--- config.mk ---
export PLATFORM = sky130hd
export DESIGN_NAME = sequential_divider
export DESIGN_NICKNAME = d
export VERILOG_FILES = /design/src/rtl/sequential_divider.sv
export SDC_FILE = /design/constraint.sdc
export NUM_CORES = 1
export LEC_CHECK = 0
export CAP_MARGIN = 20
export CELL_PAD_IN_SITES_DETAIL_PLACEMENT = 1
export CELL_PAD_IN_SITES_GLOBAL_PLACEMENT = 1
export CORE_MARGIN = 8
export CORE_UTILIZATION = 38
export CTS_BUF_LIST = sky130_fd_sc_hd__clkbuf_2 sky130_fd_sc_hd__clkbuf_4 sky130_fd_sc_hd__clkbuf_8
export DETAILED_ROUTE_END_ITERATION = 10
export GPL_TIMING_DRIVEN = 0
export PLACE_DENSITY = 0.86
export RECOVER_POWER = 25
export SLEW_MARGIN = 20
export SYNTH_ARGS = -nofsm -noshare
export SYNTH_HDL_FRONTEND = slang
export SYNTH_SLANG_ARGS = --single-unit
--- constraint.sdc ---
create_clock -name clk_i -period 2.33 [get_ports clk_i]
set_input_delay 0.466 -clock clk_i [delete_from_list [all_inputs] [get_ports clk_i]]
set_output_delay 0.466 -clock clk_i [all_outputs]
set_load 0.03 [all_outputs]
--- src/rtl/sequential_divider.sv ---
// Multi-cycle unsigned restoring divider: one shift-subtract step per clock,
// with registered quotient/remainder, busy/done handshake and divide-by-zero flag.
module sequential_divider #(
  parameter int unsigned WIDTH = 8
) (
  input  logic             clk_i,
  input  logic             rst_n_i,
  input  logic             start_i,
  input  logic [WIDTH-1:0] bus_a_i,
  input  logic [WIDTH-1:0] bus_b_i,
  output logic             busy_o,
  output logic             done_o,
  output logic [WIDTH-1:0] quotient_o,
  output logic [WIDTH-1:0] remainder_o,
  output logic             flag_z_o
);

  localparam int unsigned CW = $clog2(WIDTH + 1);

  localparam logic [1:0] ST_IDLE = 2'd0;
  localparam logic [1:0] ST_RUN  = 2'd1;
  localparam logic [1:0] ST_DZ   = 2'd2;
  localparam logic [1:0] ST_DONE = 2'd3;

  logic [1:0]       state_q, state_d;
  logic [WIDTH:0]   rem_q, rem_d;
  logic [WIDTH-1:0] dvd_q, dvd_d;
  logic [WIDTH-1:0] dvs_q, dvs_d;
  logic [CW-1:0]    cnt_q, cnt_d;
  logic [WIDTH-1:0] quot_q, quot_d;
  logic [WIDTH-1:0] remd_q, remd_d;
  logic             flag_z_q, flag_z_d;
  logic             busy_q, busy_d;
  logic             done_q, done_d;

  logic [WIDTH:0]   r_shift;
  logic [WIDTH:0]   diff;
  logic [WIDTH:0]   step_rem;
  logic [WIDTH-1:0] step_dvd;

  // One restoring step; the dividend register collects quotient bits at its LSB.
  assign r_shift  = {rem_q[WIDTH-1:0], dvd_q[WIDTH-1]};
  assign diff     = r_shift + ~{1'b0, dvs_q} + (WIDTH+1)'(1);
  assign step_rem = diff[WIDTH] ? r_shift : diff;
  assign step_dvd = {dvd_q[WIDTH-2:0], ~diff[WIDTH]};

  always_comb begin
    state_d  = state_q;
    rem_d    = rem_q;
    dvd_d    = dvd_q;
    dvs_d    = dvs_q;
    cnt_d    = cnt_q;
    quot_d   = quot_q;
    remd_d   = remd_q;
    flag_z_d = flag_z_q;

    case (state_q)
      ST_IDLE, ST_DONE: begin
        if (start_i) begin
          dvd_d   = bus_a_i;
          dvs_d   = bus_b_i;
          rem_d   = '0;
          cnt_d   = '0;
          state_d = (bus_b_i == '0) ? ST_DZ : ST_RUN;
        end else begin
          state_d = ST_IDLE;
        end
      end
      ST_RUN: begin
        rem_d = step_rem;
        dvd_d = step_dvd;
        cnt_d = cnt_q + CW'(1);
        if (cnt_q == CW'(WIDTH - 1)) begin
          state_d  = ST_DONE;
          quot_d   = step_dvd;
          remd_d   = step_rem[WIDTH-1:0];
          flag_z_d = 1'b0;
        end
      end
      // Zero divisor: one holding cycle so done arrives one edge after accept.
      ST_DZ: begin
        state_d  = ST_DONE;
        quot_d   = '1;
        remd_d   = dvd_q;
        flag_z_d = 1'b1;
      end
      default: state_d = ST_IDLE;
    endcase

    busy_d = (state_d == ST_RUN);
    done_d = (state_d == ST_DONE);
  end

  always_ff @(posedge clk_i) begin
    if (!rst_n_i) begin
      state_q  <= ST_IDLE;
      rem_q    <= '0;
      dvd_q    <= '0;
      dvs_q    <= '0;
      cnt_q    <= '0;
      quot_q   <= '0;
      remd_q   <= '0;
      flag_z_q <= 1'b0;
      busy_q   <= 1'b0;
      done_q   <= 1'b0;
    end else begin
      state_q  <= state_d;
      rem_q    <= rem_d;
      dvd_q    <= dvd_d;
      dvs_q    <= dvs_d;
      cnt_q    <= cnt_d;
      quot_q   <= quot_d;
      remd_q   <= remd_d;
      flag_z_q <= flag_z_d;
      busy_q   <= busy_d;
      done_q   <= done_d;
    end
  end

  assign busy_o      = busy_q;
  assign done_o      = done_q;
  assign quotient_o  = quot_q;
  assign remainder_o = remd_q;
  assign flag_z_o    = flag_z_q;

endmodule

Yosys cells after proc, flatten, opt, wreduce, memory -nomap -nowiden
Index checks and enable logic that the tools add are counted.
{ "totals": {"regBits": 49, "input_bits": 19, "word_cells": 48, "out_inout_bits": 19} }
{ "classes": {"muxes": 17, "n_reduce_logical": 8, "n_eq_ne": 8, "bitwise": 2, "n_addsub": 3} }
{ "ops": {"columns": ["op", "count"], "rows": [
  ["case mux 8 bit (2 select lines)", 4],
  ["two-way mux 8 bit", 5],
  ["adder 9 x 1 -> 9 bit (second input constant)", 1],
  ["adder 9 bit", 1],
  ["inverter 8 -> 9 bit", 1],
  ["zero test 8 bit", 1],
  ["case mux 4 bit (2 select lines)", 1],
  ["equality test 2 bit (second input constant)", 3],
  ["two-way mux 2 bit", 3],
  ["case mux 2 bit (3 select lines)", 1],
  ["AND reduction 2 bit", 3],
  ["adder 4 x 1 -> 4 bit (second input constant)", 1],
  ["equality test 2 x 1 -> 1 bit (second input constant)", 2],
  ["equality test 4 x 3 -> 1 bit (second input constant)", 1],
  ["two-way mux 4 bit", 1],
  ["inequality test 2 bit (second input constant)", 2],
  ["nonzero test 2 bit", 2],
  ["zero test 2 bit", 1],
  ["case mux 1 bit (2 select lines)", 1],
  ["OR reduction 2 bit", 1],
  ["two-way mux 1 bit", 1],
  ["inverter 1 bit", 1]
]} }

Longest topological paths before layout
Gate-level depths: netlist of the first run.
{ "depth": {"ltp_word": 6, "mapped_depth": 11, "mapped_depth_nobuf": 9} }

Least setup slack after synthesis of the first run
Ideal clock, no wire load.
{ "synth_timing": {"path_kind": "reg-to-reg", "start": "register dvd_q[7]", "end": "register rem_q[2]", "stages_incl_launch_ff": 12, "t_arrival_ns": 2.324, "required_ns": 2.210, "setup_slack_ns": -0.114, "setup_time_ns": 0.120, "period_less_slack_ns": 2.444, "path_buffers": 2, "cell_sequence": "dfxtp_1 -> inv_1 -> ha_1 -> inv_1 -> fa_1 -> a211oi_4 -> o211ai_1 -> a221o_1 -> buf_6 -> buf_6 -> and3_1 -> a211o_1"} }
{ "synth_via": {"elab_chain_cells": 4} }
{ "synth_lines": {"columns": ["item", "line", "rtl"], "rows": [
  ["start: declaration", "27", "logic [WIDTH-1:0] dvd_q, dvd_d;"],
  ["start signal: assignment", "109", "dvd_q <= dvd_d;"],
  ["adder 9 bit", "43", "assign diff = r_shift + ~{1'b0, dvs_q} + (WIDTH+1)'(1);"],
  ["adder 9 x 1 -> 9 bit", "43", null],
  ["two-way mux 8 bit", "44", "assign step_rem = diff[WIDTH] ? r_shift : diff;"],
  ["case mux 8 bit (2 select lines)", "57", "case (state_q)"],
  ["end signal: assignment", "108", "rem_q <= rem_d;"],
  ["end: declaration", "26", "logic [WIDTH:0] rem_q, rem_d;"]
]} }
Every way passes these cells.
A chain may end at the register's enable or synchronous reset.

Worst setup path after layout of the first run
{ "layout_timing": {"start": "register dvd_q[7]", "end": "register remd_q[0] (netlist: remainder_o[0])"} }
{ "layout_via": {"elab_chain_cells": 5} }
{ "layout_lines": {"columns": ["item", "line", "rtl"], "rows": [
  ["adder 9 bit", "43", null],
  ["adder 9 x 1 -> 9 bit", "43", null],
  ["two-way mux 8 bit (*)", "44", null],
  ["two-way mux 8 bit (*)", "73", "if (cnt_q == CW'(WIDTH - 1)) begin"],
  ["case mux 8 bit (2 select lines) (*)", "57", null],
  ["end signal: assignment", "113", "remd_q <= remd_d;"],
  ["end: declaration", "31", "logic [WIDTH-1:0] remd_q, remd_d;"]
]} }
Every way passes the cells marked *; elsewhere a longest branch is shown, timed or not. The select of a mux whose other input is x is not followed.

==> results of run 1 <==
## per-layer routing
layer | GRT usage | vias up | part of all wire
met5 | 0 | - | 0
met4 | 0.0570 | 0 | 0.017
met3 | 0.0286 | 12 | 0.032
met2 | 0.269 | 42 | 0.48
met1 | 0.194 | 1185 | 0.47
li1 | - | 1201 | -
## synthesized netlist by cell type, drive strengths merged, types with 2 or more instances
cell	instances	area (µm²)
nor2b	5	31.3
xor2	2	17.5
clkbuf	9	33.8
nand2b	2	12.5
and2	5	31.3
o21ai	20	100
o211ai	2	15.0
nand2	48	180
nor4b	2	17.5
mux2i	16	160
o221a	7	78.8
or3	6	37.5
or2	2	12.5
a211o	2	17.5
a21boi	11	82.6
nor3b	2	15.0
inv	17	63.8
nor2	4	15.0
a21oi	16	83.8
o31ai	5	42.5
dfxtp	49	981
ha	11	138
a32oi	3	26.3
o211a	9	90.1
o21a	2	15.0
and3	4	25.0
nor4	5	31.3
nand4b	2	17.5
buf	7	45.0
nor3	4	20.0
nor4bb	3	30.0
a211oi	3	35.0
nand3	6	30.0
a22oi	2	15.0
## layout make-up
cell class	count	area, µm²	share of cell area
sequential	49	982	0.297
clock inverter	2	13.8	0.00417
tap	96	120	0.0364
buffer	16	91.3	0.0277
clock buffer	5	68.8	0.0208
inverter	17	66.3	0.0201
timing repair buffer	39	385	0.117
multi-input combinational	222	1580	0.477
## state kept, by name (all words and copies together), names as in the netlist
signal and count:
cnt_q 4, quotient_o 8, remainder_o 8, rem_q 8, dvs_q 8, dvd_q 8, flag_z_o 1, done_o 1
state_q 2, busy_o 1
## path summary, 6_finish.rpt
check        cells past startpoint  slack, ns     start              to
max reg2reg                     10       -0.1  dvd_q[7]  remainder_o[0]
max                             10       -0.1  dvd_q[7]  remainder_o[0]
min                              2       0.48  dvs_q[4]        dvs_q[4]
min reg2reg                      2       0.48  dvs_q[4]        dvs_q[4]
## critical path, stage by stage, from the launching register on
cell and delay (ns):
dfxtp_2 0.36, inv_4 0.08, ha_4 0.13, inv_2 0.03, fa_2 0.36, a211oi_4 0.24
o211ai_1 0.11, a221o_1 0.34, buf_6 0.15, nor4b_1 0.14, or3_1 0.37
## cell families after synthesis
| kind of cell | after synthesis |
|---|---|
| simple gates | 102 |
| compound gates | 89 |
| flops | 49 |
| buf+inv | 33 |
| mux | 16 |
| fa+ha+maj | 12 |
| xor+xnor | 3 |
## per-stage QoR
step	utilization	cell area, µm²	hold slack (ns)
floorplan	-	2680	0.443
global placement	0.466	3170	0.451
detailed placement	0.466	3170	0.469
CTS	0.482	3270	0.482
global route	0.486	3300	0.497
finish	0.486	3300	0.476
## power by group
part	internal (mW)	switching, mW
logic	0.281	0.313
clock network	0.208	0.295
registers	0.873	0.0366
total	1.36	0.645
## what timing repair did
| item | in CTS | in global routing |
|---|---|---|
| setup buffers | 2 | 0 |
| setup endpoints to repair | 18 | 21 |
| pin swaps | 5 | 1 |
| gates resized for setup | 5 | 7 |
==> results.cfg, run 1 <==
[synthesis]
yosys.cell_types.count = 51
synth_xor_area_frac = 0.00990
yosysSeqAreaShare = 0.370
synth_edf_count = 0
ys_ff_latch = 49
synthSimpleGateAreaFrac = 0.197
synth.cell_area_mm2 = 0.00265
synth_nets = 335
synth_compound_area_frac = 0.250
async_flop_share = 0
synth_flop_cell = dfxtp_1
synth_fa_ha_area_frac = 0.0594
synth_top_family_by_area = compound AO/OA/AOI/OAI gates
synth_cells = 304
avgSynthCellArea_um2 = 8.73
synth_mux_area_frac = 0.0603
yosys_warnings = 0

[floorplan]
core_area_mm2 = 0.00679
fp.dieArea_mm2 = 0.00991
ios = 38
placementRows = 30
die_x_um = 99.6
die_h_um = 99.6
start_util = 0.391

[critical_path]
cp.arrival_ns = 2.62
startpoint_type = flip-flop
crit_type = flip-flop to flip-flop
cp_max_fo = 9
cp.required_ns = 2.52
end_kind = flip-flop

[pwr]
power_mw = 2.01
pwr_density_cell_mw_per_mm2 = 608
ir_worst_vdd_v = 0.000262
leakagePower_nw = 1.34

[timing]
period_needed_ns = 2.43
tightest_slew_ns = 0.638
setup_viol = 13
setup_ws_ns = -0.0981
slew_headroom = 0.574
finalMaxSlewViolations = 0
finalClockSkew_ns = 0.0145
finalCritPeriodShare = 1.04
hold_violations = 0
setup_tns_ns = -0.732
rsz0062_at_grt = true
max_freq_mhz = 412

[cts]
htree_levels = 2
cts_buffers = 5
cts_tree = yes
clkTransAtPathRegs_ns = 0.10
clock-root-buffer = clkbuf_8
cts_hold_buf = 0
cts_buffer_depth = 2
numClockSinks = 49
clkLatencyLatePin_ns = 0.31

[detailed_routing]
ant_nets = 0
vias = 2440
wire_per_inst_um = 17.0
first_pass_iters = 4
wl_um = 7580
routed_via_density = 5.47
drtIter0Drc = 117
drc = 0

[place]
dp_hpwl_um = 6060
post-place-ws_ns = -0.280
dp.cells = 437
io_buffers = 37
routabilityCongestion = 0.800

[grt]
grt_max_degree = 16
grt_pass1_vias = 2633
antenna_found_initial = 0
grt_overflow = 0
track_usage = 0.158
grt_pass1_wl_um = 12700

[final_layout]
drive_gt1_frac = 0.103
fill_cells = 809
final_cell_count_no_fill = 446
area_growth_pct = 24.5
mostFrequentLayoutCells = nand2_1, dfxtp_1, clkdlybuf4s50_1, inv_1, mux2i_1
antenna-diode-count = 0
nets = 381

[run_status]
violations = negative setup slack
status = finished with violations

[run]
drv_cap = 0

[worst_hold_path]
hold_class = flip-flop to flip-flop
Note: power is estimated with default switching activity, not from simulation.
==> inputs of run 2 (changes only) <==
--- a/config.mk
+++ b/config.mk
@@ -13,8 +13,8 @@
 export CTS_BUF_LIST = sky130_fd_sc_hd__clkbuf_2 sky130_fd_sc_hd__clkbuf_4 sky130_fd_sc_hd__clkbuf_8
 export DETAILED_ROUTE_END_ITERATION = 10
 export GPL_TIMING_DRIVEN = 0
-export PLACE_DENSITY = 0.86
-export RECOVER_POWER = 25
+export PLACE_DENSITY = 0.75
+export REMOVE_ABC_BUFFERS = 1
 export SLEW_MARGIN = 20
 export SYNTH_ARGS = -nofsm -noshare
 export SYNTH_HDL_FRONTEND = slang
==> run 2 against run 1 <==
Cell area rose by 5.8%. Fmax fell by 4.3%. Critical path depth fell by 1. Worst setup slack got worse by 0.11 ns. Clock skew fell by 0.0033 ns. Cell count did not move. Non-clock buffer count fell by 4. Via count rose by 2.0%. The run still ends with negative setup slack left.
==> results.cfg, run 2 (same netlist as run 1, synthesis figures left out) <==
[grt]
antenna_found_initial = 0
grt_max_degree = 45
grt_pass1_wl_um = 12800
grt_overflow = 0
track_usage = 0.157
grt_pass1_vias = 2555

[place]
io_buffers = 37
dp.cells = 422
dp_hpwl_um = 4960
routabilityCongestion = 0.748

[timing]
rsz0062_at_grt = true
hold_slack_ns = 0.477
tightest_slew_ns = 0.768
finalCritPeriodShare = 1.09
setup_viol = 17
slew_headroom = 0.488
max_freq_mhz = 394
setup_ws_ns = -0.207
finalClockSkew_ns = 0.0112
hold_violations = 0
finalMaxSlewViolations = 0
period_needed_ns = 2.54

[final_layout]
antenna-diode-count = 0
fill_cells = 781
final_cell_count_no_fill = 446
fin_util = 0.515
mostFrequentLayoutCells = nand2_1, dfxtp_1, clkdlybuf4s50_1, mux2i_1, inv_1
drive_gt1_frac = 0.163
nets = 380
area_growth_pct = 31.7

[critical_path]
crit_type = flip-flop to flip-flop
end_kind = flip-flop
startpoint_type = flip-flop
cp.required_ns = 2.52
cp.arrival_ns = 2.73
rrSetupSlack_ns = -0.21
r2r-end = remainder_o[1]
cp_max_fo = 6
reg2reg_depth = 9
r2r-start = dvd_q[7]

[cts]
clkLatencyLatePin_ns = 0.30
cts_tree = yes
clkTransAtPathRegs_ns = 0.09
numClockSinks = 49
cts_buffer_depth = 2
clock-root-buffer = clkbuf_8
htree_levels = 2
cts_buffers = 5
cts_hold_buf = 0

[detailed_routing]
drc = 0
drt-met1-wl_um = 3580
highest_layer = met4
wire_per_inst_um = 18.0
wl_um = 8040
first_pass_iters = 4
vias = 2488
routed_via_density = 5.58
wl_met3_um = 182
route.met2.wl_um = 4210
drtIter0Drc = 86
ant_nets = 0

[worst_hold_path]
hp-start = dvs_q[7]
min_to = dvs_q[7]
hold_depth = 2
hold_class = flip-flop to flip-flop

[pwr]
ir_worst_vdd_v = 0.000332
pwr_density_cell_mw_per_mm2 = 662
leakagePower_nw = 1.39

[floorplan]
ios = 38
core_area_mm2 = 0.00679
die_x_um = 99.6
start_util = 0.391
fp.dieArea_mm2 = 0.00991
placementRows = 30
die_h_um = 99.6

[run]
drv_cap = 0

[run_status]
status = finished with violations
violations = negative setup slack
run 2: cell count changes in the layout (fill, tap and decap cells not counted), moves of 2 or more:
cell,delta
buf_4,+8
clkbuf_1,-8
o21ai_0,-4
nor4_1,-3
o21ai_1,+3
a21oi_2,-2
a221o_2,+2
a221o_4,+2
buf_1,-2
buf_6,+2
ha_1,-2
ha_4,+2
nor4_2,+2
run 2: cell type report:
| type | count | area (µm²) | area share |
|---|---|---|---|
| Sequential cell | 49 | 985 | 0.282 |
| Multi-Input combinational cell | 225 | 1720 | 0.493 |
| Tap cell | 96 | 120 | 0.0344 |
| Timing Repair Buffer | 51 | 482 | 0.138 |
| Inverter | 17 | 66.3 | 0.0190 |
| Clock buffer | 6 | 82.6 | 0.0236 |
| Clock inverter | 2 | 37.5 | 0.0107 |
run 2: metal layers:
metal | global-route usage | up-vias
met5 | 0 | -
met4 | 0.0303 | 0
met3 | 0.0286 | 8
met2 | 0.272 | 32
met1 | 0.198 | 1231
li1 | - | 1217
run 2: worst max-delay path by stage:
stage                from             end  depth (start not counted)
2_1_floorplan    dvd_q[7]  remainder_o[0]                          9
3_3_place_gp   state_q[1]  remainder_o[1]                          7
3_5_place_dp   state_q[1]  remainder_o[6]                          7
4_1_cts          dvd_q[7]  remainder_o[0]                          9
5_1_grt          dvd_q[7]        rem_q[6]                         10
6_report         dvd_q[7]  remainder_o[1]                          9
run 2: what timing repair did:
action	4_1_cts	5_1_grt
buffers inserted	10	3
gates resized for setup	26	15
pin swaps	19	12
endpoints found under the setup margin	26	18
cloned	3	0
run 2: metrics by stage:
step	total power [mW]	area (µm²)	setup TNS (ns)	setup WS [ns]
after floorplan	1.26	2570	-3.13	-0.359
after CTS	2.23	3390	-2.45	-0.251
final	2.31	3500	-2.34	-0.207
after detailed placement	1.40	3070	-12.71	-0.748
after global routing	2.43	3500	-3.52	-0.265
after global placement	1.39	3070	-16.04	-0.712
run 2: critical path, stage by stage, from the launching register on:
cell and delay (ns):
dfxtp_4 0.36, inv_4 0.07, ha_4 0.13, inv_2 0.03, fa_2 0.36, a211oi_4 0.26, o211ai_1 0.20, a221o_4 0.48
nor4bb_2 0.18, or3_1 0.35
run 2: report_power, final:
group	total (mW)	switching, mW	internal [mW]
Combinational	0.758	0.398	0.360
Sequential	0.909	0.0364	0.873
Clock	0.647	0.297	0.350
Total	2.31	0.732	1.58
==> inputs of run 3 (changes only) <==
--- a/config.mk
+++ b/config.mk
@@ -8,6 +8,7 @@
 export CAP_MARGIN = 20
 export CELL_PAD_IN_SITES_DETAIL_PLACEMENT = 1
 export CELL_PAD_IN_SITES_GLOBAL_PLACEMENT = 1
+export CORE_ASPECT_RATIO = 1.5
 export CORE_MARGIN = 8
 export CORE_UTILIZATION = 38
 export CTS_BUF_LIST = sky130_fd_sc_hd__clkbuf_2 sky130_fd_sc_hd__clkbuf_4 sky130_fd_sc_hd__clkbuf_8
==> run 3 against run 2 <==
The flow still finishes with violations (negative setup slack). Hold slack worse by 0.0088 ns. Clock power shrank 17%. Routed wire length fell by 4.3%. Die area increased by 0.56%. Non-clock buffer count down 4. Worst setup slack got worse by 0.058 ns. Fmax fell by 2.2%. Register-to-register slack worse by 0.06 ns. Critical path depth increased by 2. Cell count shrank 5.4%. First-iteration DRC count up 10%. Critical endpoint is now remainder_o[0].
==> results.cfg, run 3 (same netlist as run 1, synthesis figures left out) <==
[timing]
max_freq_mhz = 385
period_needed_ns = 2.59
hold_violations = 0
setup_ws_ns = -0.264
finalMaxSlewViolations = 0
finalCritPeriodShare = 1.11
setup_viol = 18
finalClockSkew_ns = 0.00414
hold_slack_ns = 0.468
slew_headroom = 0.512
rsz0062_at_grt = true
tightest_slew_ns = 0.731

[final_layout]
multi_input_area_mm2 = 0.00167
antenna-diode-count = 0
fin_area_mm2 = 0.00336
nets = 375
drive_gt1_frac = 0.142
fill_cells = 805
final_cell_count_no_fill = 422
area_growth_pct = 26.4
fin_util = 0.493
seqCellArea_um2 = 985
mostFrequentLayoutCells = nand2_1, dfxtp_1, clkdlybuf4s50_1, inv_1, mux2i_1

[critical_path]
worst-path-buf-inv = 4
cp_max_fo = 5
rrSetupSlack_ns = -0.26
worst_path_max_delay_cell = a221o_2
end_kind = flip-flop
crit_start = dvd_q[7]
cp-endpoint = remainder_o[0]
r2r-end = remainder_o[0]
r2r-start = dvd_q[7]
cp.required_ns = 2.59
crit_chain = inv_4 > ha_4 > inv_2 > fa_2 > a211oi_4 > o211ai_1 > buf_4 > a221o_2 > buf_6 > nor4_2 > or3_1
path_delay_family = compound AO/OA/AOI/OAI gates
reg2reg_depth = 11
startpoint_type = flip-flop
cp.arrival_ns = 2.85
critPathMaxStageDelay_ns = 0.46
crit_type = flip-flop to flip-flop
cp.depth = 11

[pwr]
leakagePower_nw = 1.35
ir_worst_vdd_v = 0.000284
pwr_density_cell_mw_per_mm2 = 636

[grt]
track_usage = 0.153
grt_pass1_vias = 2626
antenna_found_initial = 0
grt_max_degree = 45
grt_overflow = 0
grt_pass1_wl_um = 12800

[place]
post-place-ws_ns = -0.837
dp_hpwl_um = 5080
routabilityCongestion = 0.762
io_buffers = 37
place_area_mm2 = 0.00305
dp.cells = 404

[cts]
cts_buffer_depth = 2
numClockSinks = 49
cts_tree = yes
cts_hold_buf = 0
clock-root-buffer = clkbuf_8
clkTransAtPathRegs_ns = 0.09
htree_levels = 2
clkLatencyLatePin_ns = 0.31
cts_buffers = 5

[run_status]
status = finished with violations
violations = negative setup slack

[run]
drv_cap = 0

[detailed_routing]
routed_via_density = 5.90
wl_um = 7690
vias = 2489
wire_per_inst_um = 18.2
first_pass_iters = 4
drtIter0Drc = 95
drc = 0
ant_nets = 0

[floorplan]
die_x_um = 84.2
fp.dieArea_mm2 = 0.00997
placementRows = 37
start_util = 0.390
ios = 38
die_h_um = 118
core_area_mm2 = 0.00681

[worst_hold_path]
hold_class = flip-flop to flip-flop
run 3: area by class of cell:
class / count / area share
multi-input combinational: 224 / 0.497
sequential: 49 / 0.293
timing repair buffer: 47 / 0.133
tap: 78 / 0.0291
clock buffer: 7 / 0.0268
inverter: 17 / 0.0198
run 3: layer usage:
metal  share of wire  track usage  up-vias
met5               0            0        -
met1            0.40        0.159     1225
met2            0.53        0.278       59
met3           0.038       0.0344       16
li1                -            -     1189
met4           0.031       0.0716        0
run 3: report_power, final:
part | internal [mW] | leakage [nW] | switching (mW)
Clock | 0.248 | 0.0477 | 0.291
Sequential | 0.873 | 0.399 | 0.0352
Combinational | 0.320 | 0.903 | 0.368
Total | 1.44 | 1.35 | 0.695
run 3: repair_timing:
item,4_1_cts,5_1_grt
pin swaps,13,7
gates resized for setup,23,12
endpoints found under the setup margin,26,18
buffers inserted,9,0
cloned,2,0
hold endpoints to repair,0,0
run 3: worst min-delay path by stage:
stage	from	endpoint	slack, ns	depth (start not counted)
final	dvs_q[2]	dvs_q[2]	0.47	2
after global routing	dvs_q[6]	dvs_q[6]	0.51	2
after CTS	dvs_q[2]	dvs_q[2]	0.47	2
after detailed placement	dvs_q[2]	dvs_q[2]	0.46	2
after global placement	dvs_q[4]	dvs_q[4]	0.46	2
after floorplan	dvs_q[1]	dvs_q[1]	0.44	2
run 3: tightest hold or removal path: cells and delay by family (launching register included):
kind	cells	cell delay, ns
and+or+nand+nor	1	0.05
AOI/OAI and AO/OA	1	0.06
DFF	1	0.32
run 3: stage by stage:
step	power (mW)	setup TNS, ns
after global placement	1.39	-16.44
final	2.14	-2.78
after detailed placement	1.41	-14.07
after CTS	2.11	-3.14
after global routing	2.23	-4.16
after floorplan	1.26	-3.13
